$ cat src/rtl/ad_tx_sample_fmt.sv
// ad_tx_sample_fmt: serialises per-channel I/Q sample words into clock-cycle
// slots for a CMOS DDR output stage (rising word = I, falling word = Q) and
// marks slot 0 with the TX frame bits. Missing samples are replaced by zeros
// so the frame cadence never breaks.
// Optional feature: define TX_UNDERFLOW_CNT_EN to add the saturating
// underflow_count output.
module ad_tx_sample_fmt #(
  parameter int DATA_WIDTH = 12,
  parameter int CHANNELS   = 1
) (
  input  logic                             clk,
  input  logic                             resetn,
  input  logic                             enable,
  input  logic [2*CHANNELS*DATA_WIDTH-1:0] s_data,
  input  logic                             s_valid,
  output logic                             s_ready,
  output logic [DATA_WIDTH-1:0]            tx_data_p,
  output logic [DATA_WIDTH-1:0]            tx_data_n,
  output logic                             tx_frame_p,
  output logic                             tx_frame_n,
  output logic                             underflow
`ifdef TX_UNDERFLOW_CNT_EN
  ,
  output logic [15:0]                      underflow_count
`endif
);

  localparam int SW = 2 * CHANNELS * DATA_WIDTH;
  // Base bit of channel 1 inside the holding register; collapses onto
  // channel 0 for a single-channel build so every select stays in range.
  localparam int HI = (CHANNELS == 2) ? 2 * DATA_WIDTH : 0;
  localparam logic LAST_SLOT = 1'(CHANNELS - 1);
  localparam logic TWO_CH    = (CHANNELS == 2);

  typedef enum logic {IDLE, RUN} state_t;

  state_t          state, state_nxt;
  logic            slot, slot_nxt;
  logic            load;
  logic [SW-1:0]   hold;
  logic            emit_act;
  logic            emit_slot;
  logic            emit_uf;

  // Next-state, slot advance and slot-0 handshake decision
  always_comb begin
    state_nxt = state;
    slot_nxt  = slot;
    s_ready   = 1'b0;
    load      = 1'b0;
    case (state)
      IDLE: begin
        if (enable) begin
          state_nxt = RUN;
          slot_nxt  = 1'b0;
        end
      end
      RUN: begin
        s_ready  = (slot == 1'b0);
        load     = (slot == 1'b0);
        slot_nxt = (slot == LAST_SLOT) ? 1'b0 : slot + 1'b1;
        if ((slot == LAST_SLOT) && !enable) state_nxt = IDLE;
      end
      default: state_nxt = IDLE;
    endcase
  end

  // FSM state and slot counter
  always_ff @(posedge clk or negedge resetn) begin
    if (!resetn) begin
      state <= IDLE;
      slot  <= 1'b0;
    end else begin
      state <= state_nxt;
      slot  <= slot_nxt;
    end
  end

  // Capture stage: hold the sample (or zeros) and remember which slot to emit
  always_ff @(posedge clk or negedge resetn) begin
    if (!resetn) begin
      hold      <= '0;
      emit_act  <= 1'b0;
      emit_slot <= 1'b0;
      emit_uf   <= 1'b0;
    end else begin
      if (load) hold <= s_valid ? s_data : '0;
      emit_act  <= (state == RUN);
      emit_slot <= slot;
      emit_uf   <= load && !s_valid;
    end
  end

  // Output register: slot words, frame bits and the aligned underflow pulse.
  // The slot is emitted one cycle after its capture stage, so the final slot
  // of a sample still goes out after the FSM has returned to IDLE.
  always_ff @(posedge clk or negedge resetn) begin
    if (!resetn) begin
      tx_data_p  <= '0;
      tx_data_n  <= '0;
      tx_frame_p <= 1'b0;
      tx_frame_n <= 1'b0;
      underflow  <= 1'b0;
    end else if (emit_act) begin
      tx_data_p  <= emit_slot ? hold[HI +: DATA_WIDTH] : hold[0 +: DATA_WIDTH];
      tx_data_n  <= emit_slot ? hold[HI+DATA_WIDTH +: DATA_WIDTH]
                              : hold[DATA_WIDTH +: DATA_WIDTH];
      tx_frame_p <= !emit_slot;
      tx_frame_n <= !emit_slot && TWO_CH;
      underflow  <= emit_uf;
    end else begin
      tx_data_p  <= '0;
      tx_data_n  <= '0;
      tx_frame_p <= 1'b0;
      tx_frame_n <= 1'b0;
      underflow  <= 1'b0;
    end
  end

`ifdef TX_UNDERFLOW_CNT_EN
  // Saturating count of inserted zero samples; cleared only by reset
  always_ff @(posedge clk or negedge resetn) begin
    if (!resetn) begin
      underflow_count <= '0;
    end else if (underflow && (underflow_count != '1)) begin
      underflow_count <= underflow_count + 16'd1;
    end
  end
`endif

endmodule

$ cat config.mk
export PLATFORM = sky130hd
export DESIGN_NAME = ad_tx_sample_fmt
export DESIGN_NICKNAME = d
export VERILOG_FILES = /design/src/rtl/ad_tx_sample_fmt.sv
export SDC_FILE = /design/constraint.sdc
export NUM_CORES = 1
export LEC_CHECK = 0
export ABC_AREA = 1
export ABC_CLOCK_PERIOD_IN_PS = 1450
export CORE_ASPECT_RATIO = 0.7
export CORE_MARGIN = 5
export CORE_UTILIZATION = 50
export DETAILED_ROUTE_END_ITERATION = 12
export GPL_ROUTABILITY_DRIVEN = 0
export PLACE_DENSITY = 0.87
export SKIP_CTS_REPAIR_TIMING = 1
export SYNTH_ARGS = -nofsm -noshare
export SYNTH_HDL_FRONTEND = slang
export SYNTH_SLANG_ARGS = --single-unit
$ cat constraint.sdc
create_clock -name clk -period 1.45 [get_ports clk]
set_clock_uncertainty 0.05 [all_clocks]
set_input_delay 0.2175 -clock clk [delete_from_list [all_inputs] [get_ports clk]]
set_output_delay 0.2175 -clock clk [all_outputs]
set_load 0.005 [all_outputs]
==> impl_metrics.py <==
metrics = {
    "outcome": {
        "status": "finished clean",
    },
    "worst_hold_path": {
        "holdCritStartpoint": "enable",
        "hold_path_class": "input pin to flip-flop",
    },
    "final_layout": {
        "final.fill_count": 305,
        "mostFrequentLayoutCell": "sky130_fd_sc_hd__nand2_1",
        "commonest_non_fill_non_tap_cells_in_the_layout": "sky130_fd_sc_hd__nand2_1 (69), sky130_fd_sc_hd__dfrtp_1 (53), sky130_fd_sc_hd__clkdlybuf4s50_1 (50), sky130_fd_sc_hd__nand3_1 (24), sky130_fd_sc_hd__inv_1 (22)",
        "share_of_final_layout_standard_cells_stronger_than_drive_strength_1_pct": 8.61,
        "antenna-diode-count": 0,
        "fin_nets": 272,
        "syn2layout_area_growth_pct": 34.3,
        "design_area_sq_mm": 0.00262,
    },
    "floorplan": {
        "row_count": 19,
        "fp.dieH_microns": 62.3,
        "starting_density_pct": 50.7,
        "ioPinCount": 56,
        "core_area_sq_mm": 0.00385,
        "die_x_microns": 84.7,
        "fp.dieArea_sq_mm": 0.00528,
    },
    "detailed_routing": {
        "vias": 1320,
        "drt-vias-per-instance": 4.46,
        "first_pass_iteration_count_of_the_detailed_router": 4,
        "drtAntennaViolNets": 0,
        "drtIter0Drc": 119,
        "remaining_drc_errors": 0,
        "route.final.wire_length_mm": 3.59,
        "drt-wirelength-per-cell_microns": 12.1,
    },
    "synth": {
        "ys_warn_count": 0,
        "synth.yosys.seq_area_share_pct": 67.9,
        "postSynthRegisterBits": 53,
        "synth.net_count": 218,
        "synth_area_leaders": "sky130_fd_sc_hd__dfrtp_1 (68%), sky130_fd_sc_hd__nand2_1 (13%), sky130_fd_sc_hd__nand3_1 (6.1%)",
        "syn-cell-area_sq_mm": 0.00195,
        "post_synth_num_cell_types": 13,
        "yosys.area.top_type_share_pct": 67.9,
        "synth_area_per_cell_sq_um": 10.3,
        "synth_area_leader_cell": "sky130_fd_sc_hd__dfrtp_1",
        "syn_inst": 190,
    },
    "clock_tree": {
        "cts_inserted_buffers": 5,
        "cts.path.max_buffers": 2,
        "tritoncts": "built",
        "cts_root_buffer": "sky130_fd_sc_hd__clkbuf_8",
        "htreeDepth": 2,
        "cts.clk_slew.worst_paths_ns": 0.09,
        "clock_latency_ns": 0.29,
        "clkSinkCount": 53,
    },
    "worst_setup_path": {
        "max_stage_delay_ns": 0.50,
        "setup.worst_path.start_class": "flip-flop",
        "cp.arrival_ns": 1.14,
        "critical_path.reg2reg.startpoint": "emit_act",
        "critPathSlowestCell": "sky130_fd_sc_hd__clkdlybuf4s50_1",
        "timing_worst_setup_path_type": "flip-flop to output pin",
        "critPathRequiredTime_ns": 1.18,
        "setup.worst_path.start": "tx_data_n[11]",
        "critical_path.max_fanout": 1,
        "cp.buffers_inverters": 1,
        "worstPathCellList": "clkdlybuf4s50_1",
        "cp_top_family": "buffers and inverters",
        "setup.worst_path.end_class": "output pin",
    },
    "power_and_ir_drop": {
        "power.static_leakage_nw": 1.49,
        "vdd_drop_max_uv": 958,
        "cellPowerDensity_mw_per_mm2": 1090,
    },
    "grt": {
        "grt_antenna_before_repair": 0,
        "grt_overflow": 0,
        "grt_first_pass_wirelength_mm": 5.83,
        "grt_pass1_vias": 1327,
        "grt_max_degree": 27,
        "global_route.usage.total_pct": 13.9,
    },
    "timing": {
        "timing.max_slew.rel_slack_pct": 44.9,
        "worstMarginPinSlew_ns": 0.826,
        "hold_viol_final": 0,
        "final.min_clock_period_ns": 1.41,
        "setup_repair_after_global_routing_missed_its_margin": "no",
        "setup_viol": 0,
        "timing.final.crit_share_pct": 96.9,
        "totalNegativeSetupSlack_ns": 0,
        "fmaxAchievable_ghz": 0.712,
        "report.final.slew_viol_count": 0,
    },
    "job": {
        "drv_cap": 0,
    },
    "placement": {
        "place_hpwl_mm": 2.44,
        "detailed_place.area_sq_mm": 0.00250,
        "io_buffer_count": 54,
    },
}
[logic make-up (layout without fill, tap and decap cells)]
family / count (synthesis) / in the layout / share of synthesized area [%]
buffers and inverters: 38 / 92 / 10.9
flip-flops: 53 / 53 / 67.9
other: 1 / 1 / 0.192
AND/OR/NAND/NOR: 98 / 98 / 21.0
[synth_stat cells, drive strengths merged]
cell type and instances:
nand2 73, dfrtp 53, inv 26, nand3 24
buf 12, conb 1, nor2 1
[report_power, final]
group / switching [mW] / internal [mW] / leakage [nW]
combinational: 0.139 / 0.180 / 0.739
sequential: 0.0513 / 1.57 / 0.697
clock: 0.426 / 0.502 / 0.0540
total: 0.616 / 2.25 / 1.49
[path summary, 6_finish.rpt]
kind	endpoint	slack [ns]	cells after the start
worst min register to register	underflow	0.41	2
worst max register to register	tx_data_n[11]	0.22	2
min in group asynchronous	tx_data_n[5]	0.32	2
worst min-delay path	state	0.31	1
worst max-delay path	tx_data_n[11]	0.04	1
max in group asynchronous	tx_data_p[3]	0.48	3
[state kept, by name, indices dropped and copies added, names as in the netlist]
name and count:
emit_uf 1, tx_frame_p 1, hold 24, state 1
emit_act 1, underflow 1, tx_data_n 12, tx_data_p 12
[layout make-up]
type                            count  area, sq um  share of cell area (%)
Sequential cell                    53         1330                    50.6
Timing Repair Buffer               59          608                    23.2
Multi-Input combinational cell     99          414                    15.8
Inverter                           26          105                    4.01
Clock buffer                        5         68.8                    2.62
Tap cell                           52         65.1                    2.48
Clock inverter                      2         35.0                    1.34
[per-layer routing]
metal	track usage [%]	vias to the layer above	share of wire, %
met5	0	-	0
met4	3.56	0	0.28
met3	4.62	2	7.9
met2	23.0	45	49
met1	17.7	608	43
li1	-	665	-
[worst reg2reg max path, cell delays in order, from the launching register on]
cell and delay, ns:
sky130_fd_sc_hd__dfrtp_1 0.89, sky130_fd_sc_hd__nand2_1 0.16, sky130_fd_sc_hd__inv_2 0.08
[metrics by stage]
stage	setup WS (ns)	power, mW	hold WS, ns	util [%]	cells
floorplan	0.508	1.77	-0.128	-	190
global placement	0.280	1.96	0.0946	64.9	288
detailed placement	0.228	1.97	0.0945	64.9	288
CTS	0.0199	2.89	-0.221	67.6	295
global route	0.00441	3.00	0.309	68.1	296
finish	0.0450	2.87	0.311	68.1	296
Power figures use the tool's default switching activity.
